[src/rtl/mux_sel_arbiter_if.sv]
// Bundle of request/grant and mux-select signals shared between the requesters
// and the round-robin select arbiter.
interface mux_sel_arbiter_if;
  logic [3:0] req;
  logic       done;
  logic       s1;
  logic       s0;
  logic [3:0] gnt;
  logic       busy;
  logic       timeout;

  modport master (
    output req, done,
    input  s1, s0, gnt, busy, timeout
  );

  modport slave (
    input  req, done,
    output s1, s0, gnt, busy, timeout
  );
endinterface

[src/rtl/mux_sel_arbiter.sv]
// Round-robin arbiter owning the 4:1 mux select lines; each grant is bounded
// by MAX_HOLD consecutive cycles so no requester can starve the others.
module mux_sel_arbiter #(
  parameter int unsigned MAX_HOLD = 4
) (
  input  logic               clk,
  input  logic               rst_n,
  mux_sel_arbiter_if.slave   bus
);

  localparam int unsigned CW = $clog2(MAX_HOLD + 1);
  localparam logic [CW-1:0] HOLD_LIMIT = CW'(MAX_HOLD);

  typedef enum logic {
    S_IDLE  = 1'b0,
    S_GRANT = 1'b1
  } state_t;

  state_t        state, state_n;
  logic [1:0]    idx, idx_n;
  logic [1:0]    ptr, ptr_n;
  logic [CW-1:0] cnt, cnt_n;
  logic [3:0]    gnt, gnt_n;
  logic          busy, busy_n;
  logic          timeout, timeout_n;

  logic          win_found;
  logic [1:0]    win;
  logic          at_limit;
  logic          rel;

  // First asserted request scanning upward from ptr, wrapping modulo 4.
  // NOTE: every always_comb output gets a default first so no path can infer a latch.
  always_comb begin
    win_found = 1'b0;
    win       = ptr;
    for (int i = 0; i < 4; i++) begin
      logic [1:0] cand;
      cand = ptr + 2'(i);
      if (!win_found && bus.req[cand]) begin
        win_found = 1'b1;
        win       = cand;
      end
    end
  end

  assign at_limit = (cnt == HOLD_LIMIT);
  assign rel      = bus.done || !bus.req[idx] || at_limit;

  always_comb begin
    state_n   = state;
    idx_n     = idx;
    ptr_n     = ptr;
    cnt_n     = cnt;
    gnt_n     = gnt;
    busy_n    = busy;
    timeout_n = 1'b0;

    unique case (state)
      S_IDLE: begin
        if (win_found) begin
          state_n = S_GRANT;
          idx_n   = win;
          gnt_n   = 4'b0001 << win;
          busy_n  = 1'b1;
          cnt_n   = CW'(1);
          ptr_n   = win + 2'd1;
        end
      end
      S_GRANT: begin
        // Only a forced release pulses timeout; done or a dropped request wins.
        timeout_n = at_limit && !bus.done && bus.req[idx];
        if (!rel) begin
          cnt_n = cnt + CW'(1);
        end else if (win_found) begin
          idx_n = win;
          gnt_n = 4'b0001 << win;
          busy_n = 1'b1;
          cnt_n = CW'(1);
          ptr_n = win + 2'd1;
        end else begin
          // idx is kept so the mux keeps forwarding the last grantee.
          state_n = S_IDLE;
          gnt_n   = 4'b0000;
          busy_n  = 1'b0;
          cnt_n   = '0;
        end
      end
      default: state_n = S_IDLE;
    endcase
  end

  // NOTE: sequential state uses non-blocking assignments so all registers update together.
  always_ff @(posedge clk or negedge rst_n) begin
    if (!rst_n) begin
      state   <= S_IDLE;
      idx     <= 2'd0;
      ptr     <= 2'd0;
      cnt     <= '0;
      gnt     <= 4'b0000;
      busy    <= 1'b0;
      timeout <= 1'b0;
    end else begin
      state   <= state_n;
      idx     <= idx_n;
      ptr     <= ptr_n;
      cnt     <= cnt_n;
      gnt     <= gnt_n;
      busy    <= busy_n;
      timeout <= timeout_n;
    end
  end

  assign bus.s1      = idx[1];
  assign bus.s0      = idx[0];
  assign bus.gnt     = gnt;
  assign bus.busy    = busy;
  assign bus.timeout = timeout;

endmodule
[src/flat_wrapper.sv]
// flat-port wrapper written by rule: the top's interface ports become plain ports
module mux_sel_arbiter_flat 
#(
  parameter int unsigned MAX_HOLD = 4
)
  (clk, rst_n, bus_req, bus_done, bus_s1, bus_s0, bus_gnt, bus_busy, bus_timeout);
  mux_sel_arbiter_if bus_i ();
  input  logic clk;
  input  logic rst_n;
  input wire logic [$bits(bus_i.req)-1:0] bus_req;
  input wire logic [$bits(bus_i.done)-1:0] bus_done;
  output wire logic [$bits(bus_i.s1)-1:0] bus_s1;
  output wire logic [$bits(bus_i.s0)-1:0] bus_s0;
  output wire logic [$bits(bus_i.gnt)-1:0] bus_gnt;
  output wire logic [$bits(bus_i.busy)-1:0] bus_busy;
  output wire logic [$bits(bus_i.timeout)-1:0] bus_timeout;
  assign bus_i.req = bus_req;
  assign bus_i.done = bus_done;
  assign bus_s1 = bus_i.s1;
  assign bus_s0 = bus_i.s0;
  assign bus_gnt = bus_i.gnt;
  assign bus_busy = bus_i.busy;
  assign bus_timeout = bus_i.timeout;
  mux_sel_arbiter #(.MAX_HOLD(MAX_HOLD)) u_core (.clk(clk), .rst_n(rst_n), .bus(bus_i));
endmodule
[config.mk]
export PLATFORM = sky130hd
export DESIGN_NAME = mux_sel_arbiter_flat
export DESIGN_NICKNAME = d
export VERILOG_FILES = /design/src/rtl/mux_sel_arbiter_if.sv /design/src/rtl/mux_sel_arbiter.sv /design/src/flat_wrapper.sv
export SDC_FILE = /design/constraint.sdc
export NUM_CORES = 1
export LEC_CHECK = 0
export ABC_AREA = 1
export CAP_MARGIN = 10
export CORE_AREA = 10 10 59 61
export CTS_BUF_LIST = sky130_fd_sc_hd__clkbuf_4 sky130_fd_sc_hd__clkbuf_8 sky130_fd_sc_hd__clkbuf_16
export CTS_CLUSTER_SIZE = 14
export DETAILED_ROUTE_END_ITERATION = 16
export DIE_AREA = 0 0 69 71
export PLACE_DENSITY = 0.63
export SLEW_MARGIN = 20
export SYNTH_ARGS = -nofsm -noshare
export SYNTH_HDL_FRONTEND = slang
export SYNTH_SLANG_ARGS = --single-unit
[constraint.sdc]
create_clock -name clk -period 3.7 [get_ports clk]
set_input_delay 0.74 -clock clk [delete_from_list [all_inputs] [get_ports clk]]
set_output_delay 0.74 -clock clk [all_outputs]
set_load 0.01 [all_outputs]
[Word-level counts from Yosys, hierarchy flattened]
Index checks and enable logic that the tools add are counted.
Widths: inputs -> output; s select.
Operators by class
  bitwise gates (word level): 1
  order comparisons: 5
  reductions and logical operators: 13
  shift-type cells: 1
  add/subtract/negate cells: 5
  equality and inequality tests: 3
  multiplexer cells: 38
Operator list (number)
  $lt 2x3->1 const B: 5
  $mux 1: 15
  $mux 2: 7
  $mux 4: 3
  $bmux 1 s2: 5
  $pmux 2 s2: 2
  $pmux 4 s2: 1
  $mux 3: 2
  $pmux 3 s2: 1
  $logic_and 1x1->1: 5
  $logic_not 1->1: 5
  $add 2x1->2 const B: 2
  $add 2x2->2 const B: 2
  $pmux 1 s2: 2
  $shl 1x2->4 const A: 1
  $add 3x1->3 const B: 1
  $eq 3x3->1 const B: 1
  $logic_or 1x1->1: 2
  $ne 2x1->1 const B: 1
  $ne 2x2->1 const B: 1
  $reduce_and 2->1: 1
  $not 1->1: 1
Storage, ports and cells
  output and inout port bits: 8
  register bits: 14
  bits of input ports: 7
  word-level logic and storage cells: 73

[Depth between registers and ports, before layout]
  word-level depth: 16
  mapped depth: 14
  mapped depth without buffers: 14

[Worst setup path before layout]
OpenSTA, ideal clock, no wires.
  path kind: input port to flip-flop
  start: input port bus_req[3]
  end: register u_core.ptr[1]
  buffers on the path: 0
  required time: 3.578 ns
  library setup time: 0.122 ns
  path slack: 1.719 ns
  arrival time: 1.859 ns
  stages on the path: 11
  cell sequence: nand2_1 -> nand3_1 -> nand2_1 -> nand3_1 -> nand3_1 -> nand3_1 -> nand2_1 -> inv_1 -> ha_1 -> nand2_1 -> o21ai_1
On the way
  cells in the longest elaborated chain, start to end: 16
  elaborated cells between the ends (all ways): 31
  those cells by class: add/sub: 1; eq/ne: 1; mux: 20; reduce/logical: 9
RTL lines
  start, declared: RTL line flat_wrapper.sv:10  | input wire logic [$bits(bus_i.req)-1:0] bus_req;
  $bmux 1 s2: RTL line mux_sel_arbiter.sv:40  | if (!win_found && bus.req[cand]) begin
  $mux 1 (implied by the code): RTL line mux_sel_arbiter.sv:40
  $mux 1: RTL line mux_sel_arbiter.sv:40
  $logic_not 1->1: RTL line mux_sel_arbiter.sv:40
  $logic_and 1x1->1: RTL line mux_sel_arbiter.sv:40
  $mux 1: RTL line mux_sel_arbiter.sv:40
  $logic_not 1->1: RTL line mux_sel_arbiter.sv:40
  $logic_and 1x1->1: RTL line mux_sel_arbiter.sv:40
  $mux 1: RTL line mux_sel_arbiter.sv:40
  $logic_not 1->1: RTL line mux_sel_arbiter.sv:40
  $logic_and 1x1->1: RTL line mux_sel_arbiter.sv:40
  $mux 2 (*): RTL line mux_sel_arbiter.sv:40
  named net u_core.win[1]: RTL line mux_sel_arbiter.sv:28  | logic [1:0] win;
  $add 2x1->2 (*): RTL line mux_sel_arbiter.sv:67, mux_sel_arbiter.sv:80
  $mux 2 (*): RTL line mux_sel_arbiter.sv:61, mux_sel_arbiter.sv:75
  $mux 2: RTL line mux_sel_arbiter.sv:73  | if (!rel) begin
  $pmux 2 s2 (*): RTL line mux_sel_arbiter.sv:59  | unique case (state)
  end signal, assigned: RTL line mux_sel_arbiter.sv:106  | ptr <= ptr_n;
  end, declared: RTL line mux_sel_arbiter.sv:21  | logic [1:0] ptr, ptr_n;
The timed path passes the listed nets; every way through them passes the cells marked *. The select of a mux whose other input is x is not followed.
A chain may end at the register's enable or synchronous reset.

[Worst setup path in the final report]
  start: input port bus_req[2]
  end: register u_core.ptr[1]
The elaborated chain is that of the path after synthesis.

==> results by group <==
Yosys
  – Ys Warns: 0
  – Cell type with the highest aggregate area in the netlist: dfrtp_1
  – Syn_nets: 153
  – Top_reg_cell synth: dfrtp_1
  – Post-synth top area share: 35.18%
  – Main area contributors after synthesis: dfrtp_1 (35%), nand2_1 (24%), ha_1 (7.5%)
  – Synthesized area per cell: 7.114 um^2
  – Number of flops mapped to enable cells by yosys: 0
  – Post-Synthesis Cells: 140
  – Synth Register Bits: 14
  – Most frequent cells after synthesis: nand2_1 (64), dfrtp_1 (14), inv_1 (12)
  – Top-count cell post-synth: nand2_1
  – Post-synthesis sequential area ratio: 35.18%
  – Async SR Flop Fraction: 100.0%
  – Mapped Area: 996.0 um^2
  – Unique masters post-synth: 20

Clock network
  – Post-CTS Hold Buffers: 0
  – CTS tree: built
  – Clock Sinks: 14
  – Clk_lat worst skew: 0.28 ns
  – Root Driver: clkbuf_4
  – CTS Buffer Depth: 2
  – Worst-path clk slew: 0.09 ns
  – Post-CTS Setup Bufs: 0
  – CTS resizes: 0
  – H-tree levels: 1
  – Num CTS Buffers: 3

Cells and area
  – Antenna cells: 0
  – Layout Nets: 171
  – Layout cells sized above 1: 14.65%
  – Area grow syn2layout: 20.35%
  – End-of-flow core utilization: 50.21%

Routing
  – DR WL/cell: 11.46 um
  – Drt pass-1 iters: 4
  – Final wirelength: 2.143 mm
  – Vias: 866
  – Starting DRT DRC Count: 33
  – Post-route DRC violation count: 0
  – Vias per cell: 4.631
  – Routed Antenna Nets: 0

Global routing
  – Largest net degree at the start of global routing: 15
  – GRT Overall Usage: 8.860%
  – Antenna violations before repair: 0
  – Global-route wire length before repair: 3.677 mm
  – Vias in the first global route: 794
  – Total gr overflow: 0

Floorplanning
  – Starting Density: 41.72%
  – Chip width: 69 um
  – Core area: 2387 um^2
  – Row count: 18
  – Die Area: 4899 um^2
  – Die height: 71 um
  – I/O pin cnt: 15

Worst setup path
  – Reg2Reg Launch Point: u_core.ptr[0]$_DFFE_PN0P_
  – Critical path launch point type: primary input
  – Critical path class: primary input to register
  – CP Capture Type: register
  – Crit path DAT: 2.54 ns
  – R2r endpoint: u_core.ptr[1]$_DFFE_PN0P_
  – Reg2reg setup slack: 1.49 ns
  – Worst Path Max Fanout: 5
  – Register-to-Register Path Depth: 12
  – CP required: 3.88 ns

Worst hold path
  – WHS Endpoint: u_core.bus.gnt[0]$_DFFE_PN0P_
  – Min-delay worst type: register to register
  – Hold depth: 2
  – HP Start: u_core.bus.gnt[0]$_DFFE_PN0P_

Power
  – Peak supply drop: 0.0004253 V
  – PwrDens: 937.2 nW/um^2
  – Leakage: 0.6517 nW

Placement
  – Detail Placement HPWL: 1.684 mm
  – RePlAce Congestion: 0.7810
  – I/O Buffers: 14
  – Pre-CTS setup slack: 1.028 ns

Timing
  – Slew @ Worst Pin: 0.6193 ns
  – Fin crit share: 63.82%
  – Worst Hold Margin: 0.4807 ns
  – Final setup vio count: 0
  – Rel. slew slack: 58.58%
  – Slew Viols, Final: 0
  – Hold Vio Cnt, Final: 0
  – Min Tclk post-route: 2.361 ns
  – Fmax: 0.4235 GHz
  – Unrepaired setup endpoints after global routing: no
  – Min setup slack post-route: 1.339 ns
  – TNS Setup: 0 ns
  – Final Skew: 0.002465 ns

Run status
  – Status: completed

Run
  – Total of max-cap violations: 0
==> critical path, stage by stage <==
cell	delay, ns
clkdlybuf4s50_1	0.46
nand2_1	0.11
nand3_1	0.07
nand2_1	0.21
nand3_1	0.15
nand3_1	0.12
nand3_1	0.10
nand2_1	0.12
inv_1	0.07
ha_1	0.27
nand2_1	0.06
o21ai_1	0.05
==> report_power, final <==
part	internal, mW	leakage (nW)	switching [mW]	total (mW)
sequential	0.219	0.171	0.0699	0.289
combinational	0.276	0.460	0.446	0.722
clock	0.0599	0.0210	0.0524	0.112
==> registers in the layout (all words and copies together), names as in the netlist <==
register,flops
u_core.bus.busy,1
u_core.idx,2
u_core.cnt,3
u_core.ptr,2
u_core.bus.gnt,4
u_core.bus.timeout,1
u_core.state,1
==> worst max-delay path by stage <==
stage / end / start / cells after the start / slack, ns
after floorplan: u_core.ptr[1]$_DFFE_PN0P_ / bus_req[3] / 11 / 1.72
after global placement: u_core.ptr[1]$_DFFE_PN0P_ / bus_req[2] / 13 / 1.09
after detailed placement: u_core.ptr[1]$_DFFE_PN0P_ / bus_req[2] / 12 / 1.03
after CTS: u_core.ptr[1]$_DFFE_PN0P_ / bus_req[2] / 12 / 1.33
after global routing: u_core.ptr[1]$_DFFE_PN0P_ / bus_req[1] / 13 / 1.16
final: u_core.ptr[1]$_DFFE_PN0P_ / bus_req[2] / 12 / 1.34
==> cells by family (layout without fill, tap and decap cells) <==
family / Yosys count / in the layout / synth area share (%)
AO/OA/AOI/OAI: 10 / 10 / 6.407
XOR/XNOR: 1 / 1 / 0.8796
adder cells (fa/ha/maj): 6 / 6 / 7.537
buffers and inverters: 17 / 34 / 7.160
flip-flops: 14 / 14 / 35.18
AND/OR/NAND/NOR: 92 / 92 / 42.84
==> per-layer routing <==
layer / wire length (um) / GRT usage (%) / up-vias
met3: 43 / 1.953 / 2
met5: 0 / 0 / -
met2: 1059 / 13.92 / 9
li1: - / - / 468
met4: 25 / 4.027 / 0
met1: 1013 / 11.24 / 387
==> layout make-up <==
cell class	count	area [um^2]
Fill cell	266	1189
Multi-Input combinational cell	109	574.3
Sequential cell	14	350.3
Timing Repair Buffer	14	140.1
Inverter	16	60.06
Tap cell	30	37.54
Clock buffer	4	36.28
==> placed cells by master (no fill, tap or decap) <==
cell type,count
a21oi_1,1
clkbuf_4,3
clkbuf_8,1
clkdlybuf4s50_1,14
dfrtp_1,14
ha_1,6
inv_1,12
inv_2,4
nand2_1,64
nand2_2,8
nand2_4,2
nand3_1,10
nand3_4,1
nand4_1,1
nor2_1,3
nor2_2,1
nor2_4,2
o211ai_1,1
o21ai_0,2
o21ai_1,5
o21ai_4,1
xor2_1,1
==> metrics by stage <==
| step | area [um^2] | instances | power [mW] |
|---|---|---|---|
| after global placement | 1162 | 183 | 1.008 |
| after global routing | 1199 | 187 | 1.257 |
| final | 1199 | 187 | 1.123 |
| after CTS | 1199 | 187 | 1.138 |
| after floorplan | 996.0 | 140 | 0.8392 |
| after detailed placement | 1162 | 183 | 1.025 |
Power figures use the tool's default switching activity.
